<file path="src/rtl/nbit_demux_1x2_reg_pkg.sv">
// Shared project header for the 1x2 registered demux.
// Holds the port-select encoding and the per-slot state type used by the slices.
package nbit_demux_1x2_reg_pkg;

    // Destination encoding carried on in_sel
    localparam logic SEL_A = 1'b0;
    localparam logic SEL_B = 1'b1;

    // One-entry slot occupancy; a slot presents valid exactly when FULL
    typedef enum logic {
        SLOT_EMPTY = 1'b0,
        SLOT_FULL  = 1'b1
    } slot_state_t;

    // True when the given select value addresses port A
    function automatic logic selects_a(input logic sel);
        return (sel == SEL_A);
    endfunction

endpackage : nbit_demux_1x2_reg_pkg

</file>
<file path="src/rtl/nbit_reg_slice.sv">
// One-entry N-bit register slice with valid/ready handshake on both sides
// and a wrapping counter of completed output transfers.
module nbit_reg_slice
    import nbit_demux_1x2_reg_pkg::*;
#(
    parameter int N  = 8,
    parameter int CW = 8
) (
    input  logic          clk,
    input  logic          rst,
    input  logic [N-1:0]  in_data,
    input  logic          in_valid,
    output logic          in_ready,
    output logic [N-1:0]  out_data,
    output logic          out_valid,
    input  logic          out_ready,
    output logic [CW-1:0] count
);

    slot_state_t   state_q;
    slot_state_t   state_d;
    logic [N-1:0]  data_q;
    logic [N-1:0]  data_d;
    logic [CW-1:0] count_q;
    logic [CW-1:0] count_d;
    logic          capture;
    logic          drain;

    // Handshake decode: accept when empty, or when full and draining this cycle
    always_comb begin
        in_ready = 1'b0;
        capture  = 1'b0;
        drain    = 1'b0;
        in_ready = (state_q == SLOT_EMPTY) || out_ready;
        capture  = in_valid && in_ready;
        drain    = (state_q == SLOT_FULL) && out_ready;
    end

    // Next-state logic: fill on capture, empty on drain without capture, refill on both
    always_comb begin
        state_d = state_q;
        data_d  = data_q;
        count_d = count_q;
        case (state_q)
            SLOT_EMPTY: begin
                if (capture) begin
                    state_d = SLOT_FULL;
                    data_d  = in_data;
                end
            end
            SLOT_FULL: begin
                if (capture) begin
                    state_d = SLOT_FULL;
                    data_d  = in_data;
                end else if (drain) begin
                    state_d = SLOT_EMPTY;
                end
            end
            default: begin
                state_d = SLOT_EMPTY;
            end
        endcase
        if (drain) begin
            count_d = count_q + CW'(1);
        end
    end

    // State, held word and transfer counter; reset discards any held word
    always_ff @(posedge clk or negedge rst) begin
        if (!rst) begin
            state_q <= SLOT_EMPTY;
            data_q  <= '0;
            count_q <= '0;
        end else begin
            state_q <= state_d;
            data_q  <= data_d;
            count_q <= count_d;
        end
    end

    // Outputs come straight from the registers so the sink sees a clean interface
    always_comb begin
        out_valid = (state_q == SLOT_FULL);
        out_data  = data_q;
        count     = count_q;
    end

endmodule : nbit_reg_slice

</file>
<file path="src/rtl/nbit_demux_1x2_reg.sv">
// 1x2 registered demux: steers a valid/ready source stream to port A or B
// according to in_sel, each port buffered by its own one-entry register slice.
module nbit_demux_1x2_reg
    import nbit_demux_1x2_reg_pkg::*;
#(
    parameter int N  = 8,
    parameter int CW = 8
) (
    input  logic          clk,
    input  logic          rst,
    input  logic [N-1:0]  in_data,
    input  logic          in_valid,
    input  logic          in_sel,
    output logic          in_ready,
    output logic [N-1:0]  a_data,
    output logic          a_valid,
    input  logic          a_ready,
    output logic [N-1:0]  b_data,
    output logic          b_valid,
    input  logic          b_ready,
    output logic [CW-1:0] a_count,
    output logic [CW-1:0] b_count
);

    logic a_in_valid;
    logic b_in_valid;
    logic a_in_ready;
    logic b_in_ready;

    // Steering: only the selected slice sees in_valid, and in_ready reflects only that slice
    always_comb begin
        a_in_valid = 1'b0;
        b_in_valid = 1'b0;
        in_ready   = 1'b0;
        if (selects_a(in_sel)) begin
            a_in_valid = in_valid;
            in_ready   = a_in_ready;
        end else begin
            b_in_valid = in_valid;
            in_ready   = b_in_ready;
        end
    end

    nbit_reg_slice #(
        .N  (N),
        .CW (CW)
    ) u_slice_a (
        .clk       (clk),
        .rst       (rst),
        .in_data   (in_data),
        .in_valid  (a_in_valid),
        .in_ready  (a_in_ready),
        .out_data  (a_data),
        .out_valid (a_valid),
        .out_ready (a_ready),
        .count     (a_count)
    );

    nbit_reg_slice #(
        .N  (N),
        .CW (CW)
    ) u_slice_b (
        .clk       (clk),
        .rst       (rst),
        .in_data   (in_data),
        .in_valid  (b_in_valid),
        .in_ready  (b_in_ready),
        .out_data  (b_data),
        .out_valid (b_valid),
        .out_ready (b_ready),
        .count     (b_count)
    );

endmodule : nbit_demux_1x2_reg

</file>
<file path="config.mk">
export PLATFORM = sky130hd
export DESIGN_NAME = nbit_demux_1x2_reg
export DESIGN_NICKNAME = d
export VERILOG_FILES = /design/src/rtl/nbit_demux_1x2_reg_pkg.sv /design/src/rtl/nbit_reg_slice.sv /design/src/rtl/nbit_demux_1x2_reg.sv
export SDC_FILE = /design/constraint.sdc
export NUM_CORES = 1
export LEC_CHECK = 0
export BUFFER_PORTS_ARGS = -buffer_cell sky130_fd_sc_hd__buf_2
export CORE_ASPECT_RATIO = 0.5
export CORE_MARGIN = 2
export CORE_UTILIZATION = 27
export DETAILED_ROUTE_END_ITERATION = 8
export PLACE_DENSITY_LB_ADDON = 0.05
export SKIP_CTS_REPAIR_TIMING = 1
export SYNTH_ARGS = -nofsm -noshare
export SYNTH_HDL_FRONTEND = slang
export SYNTH_HIERARCHICAL = 1
export SYNTH_SLANG_ARGS = --single-unit
</file>
<file path="constraint.sdc">
create_clock -name clk -period 2.1 [get_ports clk]
set_clock_uncertainty 0.15 [all_clocks]
set_input_delay 0 -clock clk [delete_from_list [all_inputs] [get_ports clk]]
set_output_delay 0 -clock clk [all_outputs]
set_load 0.05 [all_outputs]
</file>
==> results.md, run 1 <==
- Drt pass-1 iters: 5
- Worst-path cell with the longest stage delay: dlygate4sd3_1
- Synth Net Count: 117
- Die height: 54.9 µm
- EDFF count, synth: 0
- Max FO, Critical Path: 3
- Num ports: 49
- Critical Path Source Type: primary input
- Final worst path period share: 0.711
- Post-Syn Instances: 101
- Internal power: 0.00131 W
- Core Area: 4950 µm²
- RSZ-0062 raised after global routing: no
- Post-synthesis sequential area ratio: 0.609
- Initial antenna violation count: 0
- CTS root buffer: clkbuf_8
- Min-delay worst type: in -> async
- Yosys top cell area share: 0.609
- Worst-Skew Late Latency: 0.28 ns
- WL/cell: approximately 12 µm
- Final setup TNS: 0 ns
- Mapped Area: 1400 µm²
- Initial Util: 0.282
- CP top delay family: buffers and inverters
- Non-filler cells, final: about 240
- M1 GR Usage: 0.148
- Endpoint class of the critical path: output pin
- GR Overflow Total: 0
- Area Overhead vs Synth: 38.4%
- Status: finished clean
- Clock Power Share: 0.187
- GRT met3 Usage: 0.0548
- Max Root-Sink Buffers: 2
- Setup ws final: between 0.6 and 0.7 ns
- Count leader, synth: dfrtp_1
- Gr busiest metal: met2
- Slew Viols, Final: 0
- Final instance area: 1930 µm²
- Ranking of synthesized cells by area: dfrtp_1 61%, mux2_2 11%, xor2_1 6.3%, mux2_1 3.2%, xnor2_1 2.5%
- Core Rows: 18
- Comb power frac: 0.420
- Post-DP HPWL: a little over 2000 µm
- Asr flop ratio synth: 1.00
- Worst-path cell chain: dlygate4sd3_1, buf_2, nand2b_2, mux2_4, buf_2
- TritonCTS Buffers: 5
- Hold Vio Cnt, Final: 0
- Clk sink count: 34
- Sequential power share: 0.393
- DR vias/cell: 4.16
- Syn avg cell area: 13.8 µm²
- Final Wtd Congestion: 0.690
- DRC viols: 0
- Peak Freq: about 0.67 GHz
- FILL cells: 519
- DP Cell Count: between 200 and 250
- Place WS: 0.711 ns
- #FFs+latches synth: 34
- Global-route usage over all layers: 0.115
- Pin count of the biggest net entering global routing: 35
- WP data arrival: 1.34 ns
- Via count: 994
- PD cells: 1270 nW/µm²
- VDD IR-drop max: ~0.45 mV
- Global-route wire length before repair: roughly 5000 µm
- IO buf count: 48
- Vias in the first global route: ~1000
- Leakage: 0.958 nW
- DR iter-0 viols: 15
- Measured slew at the worst slew-check pin: approximately 0.8 ns
- Synth Warn #: 6
- Clock transition at the registers of the reported paths: 0.06 ns
- Switch share: 0.467
- DIE WIDTH: 106 µm
- CTS tree: done
- Tot Pwr: ~0.0025 W
- Max cap viols: 0
- Required @ worst endpoint: 1.95 ns
- Endpoints failing setup: 0
- Nets: 185
- Tmin final: between 1 and 1.5 ns
- Top FF cell, synth: dfrtp_1
- ANT nets after route: 0
- Largest stage delay, worst path: 0.53 ns
- Psw: 0.00115 W
- Final WL: 2930 µm
- Synth top cells by count: 34 x dfrtp_1, 14 x mux2_2, 10 x xor2_1, 8 x nand2_1
- Grt met2 use: 0.174
- Rel. slew slack: 0.471
- Yosys top cell by area: dfrtp_1
- Setup CP Type: in -> out
- Die Footprint: 5800 µm²
- CP dominant cell by count: buf_2
- Share of layout cells above drive strength 1: 0.473
- Netlist cell types: 17
- N_diodes: 0
- H-tree depth: 2
- Placed Area: between 1500 and 2000 µm²
- WP buf/inv: 3
[per-stage QoR]
stage	utilization	hold WS, ns
final	0.390	0.182
after floorplan	-	-0.446
after detailed placement	0.348	-0.00347
after global routing	0.390	0.298
after CTS	0.364	-0.317
after global placement	0.348	-0.00710
[logic make-up after synthesis]
family	count (synthesis)	share of synthesized area
flops	34	0.609
mux	19	0.156
xor+xnor	14	0.0877
fa+ha+maj	2	0.0179
simple gates	32	0.130
[state kept, by name (all words and copies together), names as in the netlist]
name	cells
u_slice_a/count	8
u_slice_a/out_data	8
u_slice_a/out_valid	1
u_slice_b/count	8
u_slice_b/out_data	8
u_slice_b/out_valid	1
[layer usage]
metal  vias to the layer above  share of wire  wire length, µm
met4                         0         0.0072               21
li1                        475              -                -
met2                        34           0.44             1280
met1                       482           0.47             1390
met5                         -              0                0
met3                         3          0.082              241
[final cells by class]
type                       instances  area, µm²  area share
clock inverter                     2       10.0     0.00517
multi-input combinational         67        547       0.283
sequential                        34        851       0.440
clock buffer                       5       68.8      0.0356
tap                               70       87.6      0.0453
timing repair buffer              61        370       0.191
[power by group through the flow]
stage	sequential, W	combinational, W	clock (W)
2_1_floorplan	0.00153	0.000214	0
3_3_place_gp	0.000981	0.00102	0
3_5_place_dp	0.000983	0.00103	0
4_1_cts	0.000970	0.00103	0.000487
5_1_grt	0.00100	0.00111	0.000517
6_report	0.000967	0.00103	0.000459
[cell usage in the layout (no fill, tap or decap)]
master	synthesis	final
ha_1	2	2
clkbuf_8	0	5
xor2_1	10	10
mux2_4	1	1
nor3_1	4	4
nor2_1	4	4
xnor2_1	4	4
nand2b_2	2	2
and2b_2	1	1
nor4_2	2	2
mux2_1	4	4
nand2b_1	2	2
dfrtp_1	34	34
nand3_1	4	4
nand2_1	8	8
clkinv_2	0	2
buf_2	0	48
mux2_2	14	14
and2_2	1	1
dlygate4sd3_1	0	13
nand2_2	4	4
[path summary, 6_finish.rpt]
path / start / slack, ns / cells after the start / to
min in group clk: u_slice_a/count[7]$_DFFE_PN0P_ / 0.31 / 1 / u_slice_a/count[7]$_DFFE_PN0P_
max in group asynchronous: rst / 1.11 / 2 / u_slice_a/out_valid$_DFF_PN0_
worst max-delay path: a_ready / 0.61 / 5 / in_ready
worst max register to register: u_slice_b/out_valid$_DFF_PN0_ / 0.74 / 3 / u_slice_b/out_data[5]$_DFFE_PN0P_
worst min-delay path: rst / 0.18 / 2 / u_slice_b/out_data[2]$_DFFE_PN0P_
worst min register to register: u_slice_a/count[7]$_DFFE_PN0P_ / 0.31 / 1 / u_slice_a/count[7]$_DFFE_PN0P_
Note: power is estimated with default switching activity, not from simulation.
==> inputs of run 2 (changes only) <==
==> constraint.sdc (replaced) <==
create_clock -name clk -period 1.21 [get_ports clk]
set_clock_uncertainty 0.15 [all_clocks]
set_input_delay 0 -clock clk [delete_from_list [all_inputs] [get_ports clk]]
set_output_delay 0 -clock clk [all_outputs]
set_load 0.05 [all_outputs]
==> run 2 against run 1 <==
  * Sequential cell count is the same
  * Power rose by 97%
  * Final area increased by 20%
  * Sequential share of layout area is 6.5 points lower
  * Clock power grew 88%
  * Register-to-register slack got worse by 0.84 ns
  * Utilization rose by 7.9 points
  * Critical path type is now reg -> out
  * Die area is the same
  * The run now ends with negative hold slack, negative setup slack left
  * Clock-buffer cell count increased by 2
==> results.md, run 2 (synthesis results as in run 1) <==
- Final Wtd Congestion: 0.677
- Vias in the first global route: 921
- Most common cell after layout, fill and taps aside: buf_2
- DRC viols: 0
- WL/cell: between 10 and 15 µm
- Placed Area: approximately 2000 µm²
- WP data arrival: 1.19 ns
- DIE WIDTH: 106 µm
- Endpoints failing setup: 19
- Hold Vio Cnt, Final: 6
- GR Overflow Total: 0
- Worst setup path end: in_ready
- CTS root buffer: clkbuf_8
- R2R Setup Slk: -0.10 ns
- Leakage: 1.15 nW
- Peak Freq: ~0.75 GHz
- IO buf count: 48
- Final instance area: between 2000 and 2500 µm²
- Critical Path Source Type: flip-flop
- Core Rows: 18
- VDD IR-drop max: 0.851 mV
- ANT nets after route: 0
- Max Root-Sink Buffers: 2
- Worst reg2reg endpoint: u_slice_b/out_data[5]$_DFFE_PN0P_
- Area Overhead vs Synth: 66.2%
- Worst hold path stage count: 3
- Num ports: 49
- PD cells: 2090 nW/µm²
- Global-route wire length before repair: 4750 µm
- TritonCTS Buffers: 5
- R2R Path Start: u_slice_b/out_valid$_DFF_PN0_
- Post-DP HPWL: about 2100 µm
- Global-route usage over all layers: 0.110
- Hold WS: -0.0748 ns
- Commonest non-fill, non-tap cells in the layout: 45 x buf_2, 18 x mux2_4, 18 x dfrtp_1
- Setup ws final: -0.130 ns
- Final worst path period share: 1.11
- Share of layout cells above drive strength 1: 0.710
- Initial antenna violation count: 0
- Clock transition at the registers of the reported paths: ~0.07 ns
- Die Footprint: between 5000 and 6000 µm²
- N_diodes: 0
- Measured slew at the worst slew-check pin: 0.260 ns
- Drt pass-1 iters: 4
- Clk sink count: 34
- Required @ worst endpoint: around 1.1 ns
- Endpoint class of the critical path: output pin
- H-tree depth: 2
- CTS tree: done
- Rel. slew slack: 0.828
- Final WL: 3190 µm
- Worst-Skew Late Latency: 0.28 ns
- Status: finished, violations left
- Beginning of the worst hold path: b_ready
- Setup CP Type: reg -> out
- DR vias/cell: 4.18
- R2r worst-path depth: 4
- Max FO, Critical Path: 3
- Nets: 191
- RSZ-0062 raised after global routing: yes
- Place WS: -0.0373 ns
- Max cap viols: 0
- Failing checks: negative hold slack, negative setup slack
- CP Launch Point: u_slice_b/out_valid$_DFF_PN0_
- Die height: 54.9 µm
- Core Area: 4950 µm²
- DR iter-0 viols: 13
- Slew Viols, Final: 0
- Via count: slightly above 1000
- Pin count of the biggest net entering global routing: 35
- Initial Util: 0.282
- Tmin final: 1.34 ns
- Min-delay worst type: in -> reg
run 2: worst min-delay path by stage:
stage                     slack, ns                              to
after floorplan               -0.45  u_slice_a/count[0]$_DFFE_PN0P_
after global placement        -0.17  u_slice_b/count[7]$_DFFE_PN0P_
after detailed placement      -0.16  u_slice_a/count[7]$_DFFE_PN0P_
after CTS                     -0.46  u_slice_b/count[7]$_DFFE_PN0P_
after global routing          -0.07  u_slice_b/count[2]$_DFFE_PN0P_
final                         -0.07  u_slice_b/count[2]$_DFFE_PN0P_
run 2: cell type report:
cell class,instances,area (µm²)
timing repair buffer,67,468
fill,474,2630
clock inverter,1,5.00
clock buffer,7,86.3
sequential,34,871
multi-input combinational,67,806
tap,70,87.6
run 2: worst max-delay path: stages (launching register included):
cell      delay (ns)
dfrtp_2         0.42
nand2b_4        0.09
mux2_4          0.26
buf_6           0.15
run 2: per-layer routing:
| layer | wire length, µm | track usage | vias to the layer above |
|---|---|---|---|
| met2 | 1410 | 0.159 | 28 |
| met5 | 0 | 0 | - |
| met4 | 0 | 0.00658 | 0 |
| li1 | - | - | 491 |
| met3 | 186 | 0.0500 | 0 |
| met1 | 1590 | 0.158 | 510 |
run 2: report_power, final:
group	switching (W)	total, W	internal (W)
Combinational	0.00144	0.00217	0.000724
Clock	0.000404	0.000863	0.000459
Sequential	0.000370	0.00182	0.00145
run 2: per-stage QoR:
step / utilization / cells / TNS (ns) / total power (W)
6_report: 0.469 / 246 / -1.55 / 0.00485
4_1_cts: 0.421 / 230 / -0.822 / 0.00470
2_1_floorplan: - / 101 / -3.38 / 0.00334
5_1_grt: 0.469 / 246 / -2.41 / 0.00511
3_5_place_dp: 0.403 / 222 / -0.392 / 0.00382
3_3_place_gp: 0.403 / 222 / -0.232 / 0.00381
==> inputs of run 3 (changes only) <==
--- a/config.mk
+++ b/config.mk
@@ -11,6 +11,7 @@
 export CORE_UTILIZATION = 27
 export DETAILED_ROUTE_END_ITERATION = 8
 export PLACE_DENSITY_LB_ADDON = 0.05
+export RECOVER_POWER = 25
 export SKIP_CTS_REPAIR_TIMING = 1
 export SYNTH_ARGS = -nofsm -noshare
 export SYNTH_HDL_FRONTEND = slang
==> constraint.sdc (replaced) <==
create_clock -name clk -period 1.27 [get_ports clk]
set_clock_uncertainty 0.15 [all_clocks]
set_input_delay 0 -clock clk [delete_from_list [all_inputs] [get_ports clk]]
set_output_delay 0 -clock clk [all_outputs]
set_load 0.05 [all_outputs]
==> run 3 against run 2 <==
  * The run still ends with negative hold slack, negative setup slack left
  * Power fell by 3.7%
  * Via count fell by 4.5%
  * Utilization fell by 2.0 points
  * Critical path depth did not move
  * Clock power rose by 17%
  * Die area did not move
  * First-iteration DRC count rose by 15%
  * Sequential share of layout area rose by 1.7 points
  * Global-route usage fell by 0.13 points
  * Clock-buffer cell count fell by 1
  * Critical path type unchanged
  * Register-to-register slack improved by 0.03 ns
  * Final cell count fell by 2.8%
==> results.md, run 3 (synthesis results as in run 1) <==
- Status: finished, violations left
- Failing checks: negative hold slack, negative setup slack
- Area Overhead vs Synth: 59.2%
- Clock transition at the registers of the reported paths: 0.07 ns
- Required @ worst endpoint: 1.12 ns
- Final worst path period share: 1.07
- Core Rows: 18
- Global-route wire length before repair: 4680 µm
- DR vias/cell: slightly above 4
- FF+latch area: slightly below 900 µm²
- IO buf count: 48
- Placed Area: 1990 µm²
- WL/cell: 13.0 µm
- Nets: 185
- Num ports: 49
- Die height: around 55 µm
- Vias in the first global route: 934
- DIE WIDTH: between 100 and 150 µm
- WP data arrival: 1.21 ns
- Clk sink count: 34
- Max FO, Critical Path: 4
- Slew Viols, Final: 0
- Measured slew at the worst slew-check pin: 0.464 ns
- Worst-path cell chain: nand2b_4, mux2_4, buf_6
- Rel. slew slack: 0.691
- VDD IR-drop max: 0.738 mV
- ANT nets after route: 0
- Via count: between 900 and 1000
- Setup ws final: -0.0875 ns
- Drt pass-1 iters: 3
- Critical Path Source Type: flip-flop
- Commonest non-fill, non-tap cells in the layout: 46 x buf_2, 18 x dfrtp_1, 17 x mux2_4
- Post-DP HPWL: 2270 µm
- Beginning of the worst hold path: a_ready
- Worst-path cell with the longest stage delay: dfrtp_2
- Leakage: 1.10 nW
- Peak Freq: 0.737 GHz
- Final instance area: 2220 µm²
- Worst reg2reg endpoint: u_slice_a/out_data[3]$_DFFE_PN0P_
- Final Util: 0.449
- Share of layout cells above drive strength 1: 0.704
- Endpoint class of the critical path: output pin
- R2R Path Start: u_slice_a/out_valid$_DFF_PN0_
- Die Footprint: 5800 µm²
- Multi-input logic area: approximately 790 µm²
- Worst-Skew Late Latency: 0.28 ns
- Most common cell after layout, fill and taps aside: buf_2
- Pin count of the biggest net entering global routing: 19
- Final WL: 3110 µm
- Max Root-Sink Buffers: 2
- Final setup TNS: -0.602 ns
- Min-delay worst type: in -> reg
- CTS root buffer: clkbuf_8
- N_diodes: 0
- Endpoints failing setup: 9
- H-tree depth: 2
- Max cap viols: 0
- Largest stage delay, worst path: around 0.44 ns
- Global-route usage over all layers: 0.109
- RSZ-0062 raised after global routing: yes
- Setup CP Type: reg -> out
- Initial antenna violation count: 0
- Worst hold path stage count: 3
- GR Overflow Total: 0
- R2R Setup Slk: -0.07 ns
- FILL cells: 465
- Hold Vio Cnt, Final: 6
- CTS tree: done
- R2r worst-path depth: 4
- Core Area: 4950 µm²
- DRC viols: 0
- Hold endpoint: u_slice_a/out_valid$_DFF_PN0_
- DR iter-0 viols: 15
- Tmin final: 1.36 ns
- PD cells: 2100 nW/µm²
- Final Wtd Congestion: 0.684
- Initial Util: 0.282
- Hold WS: -0.0689 ns
- TritonCTS Buffers: 5
-- run 3: cell count changes in the layout (fill, tap and decap cells not counted), sizes merged --
cell         previous run  this run
dlygate4sd3            10         9
clkbuf                  7         8
buf                    57        50
clkinv                  1         0
bufinv                  0         1
-- run 3: report_power, final --
part / internal [W] / switching [W]
Combinational: 0.000597 / 0.00133
Clock: 0.000628 / 0.000382
Sequential: 0.00138 / 0.000354
Total: 0.00261 / 0.00206
-- run 3: worst max-delay path: cells and delay by family, from the launching register on --
kind                   cells  cell delay (ns)
DFF                        1             0.44
muxes                      1             0.27
buffers and inverters      1             0.15
and+or+nand+nor            1             0.07
-- run 3: final cells by class --
class,instances,share of cell area
Sequential cell,34,0.391
Multi-Input combinational cell,67,0.354
Timing Repair Buffer,61,0.165
Clock inverter,1,0.0135
Clock buffer,6,0.0371
Tap cell,70,0.0394
-- run 3: worst max path at each step --
stage / startpoint / endpoint / slack, ns / cells past startpoint
after global routing: u_slice_a/out_valid$_DFF_PN0_ / in_ready / -0.13 / 3
final: u_slice_a/out_valid$_DFF_PN0_ / in_ready / -0.09 / 3
after floorplan: u_slice_b/out_valid$_DFF_PN0_ / u_slice_b/out_data[0]$_DFFE_PN0P_ / -0.09 / 3
after global placement: u_slice_a/out_valid$_DFF_PN0_ / u_slice_a/out_data[0]$_DFFE_PN0P_ / 0.03 / 3
after CTS: u_slice_a/out_valid$_DFF_PN0_ / in_ready / -0.20 / 3
after detailed placement: u_slice_a/out_valid$_DFF_PN0_ / u_slice_a/out_data[3]$_DFFE_PN0P_ / 0.01 / 3
-- run 3: layer usage --
layer  track usage  share of wire
met5             0              0
met4        0.0197              0
met3        0.0464          0.066
met2         0.162           0.43
met1         0.150           0.50
-- run 3: through the flow --
step | total power (W) | setup slack (ns) | cells
5_1_grt | 0.00490 | -0.130 | 239
6_report | 0.00467 | -0.0875 | 239
2_1_floorplan | 0.00318 | -0.0907 | 101
4_1_cts | 0.00469 | -0.198 | 228
3_5_place_dp | 0.00365 | 0.0109 | 221
3_3_place_gp | 0.00362 | 0.0261 | 221
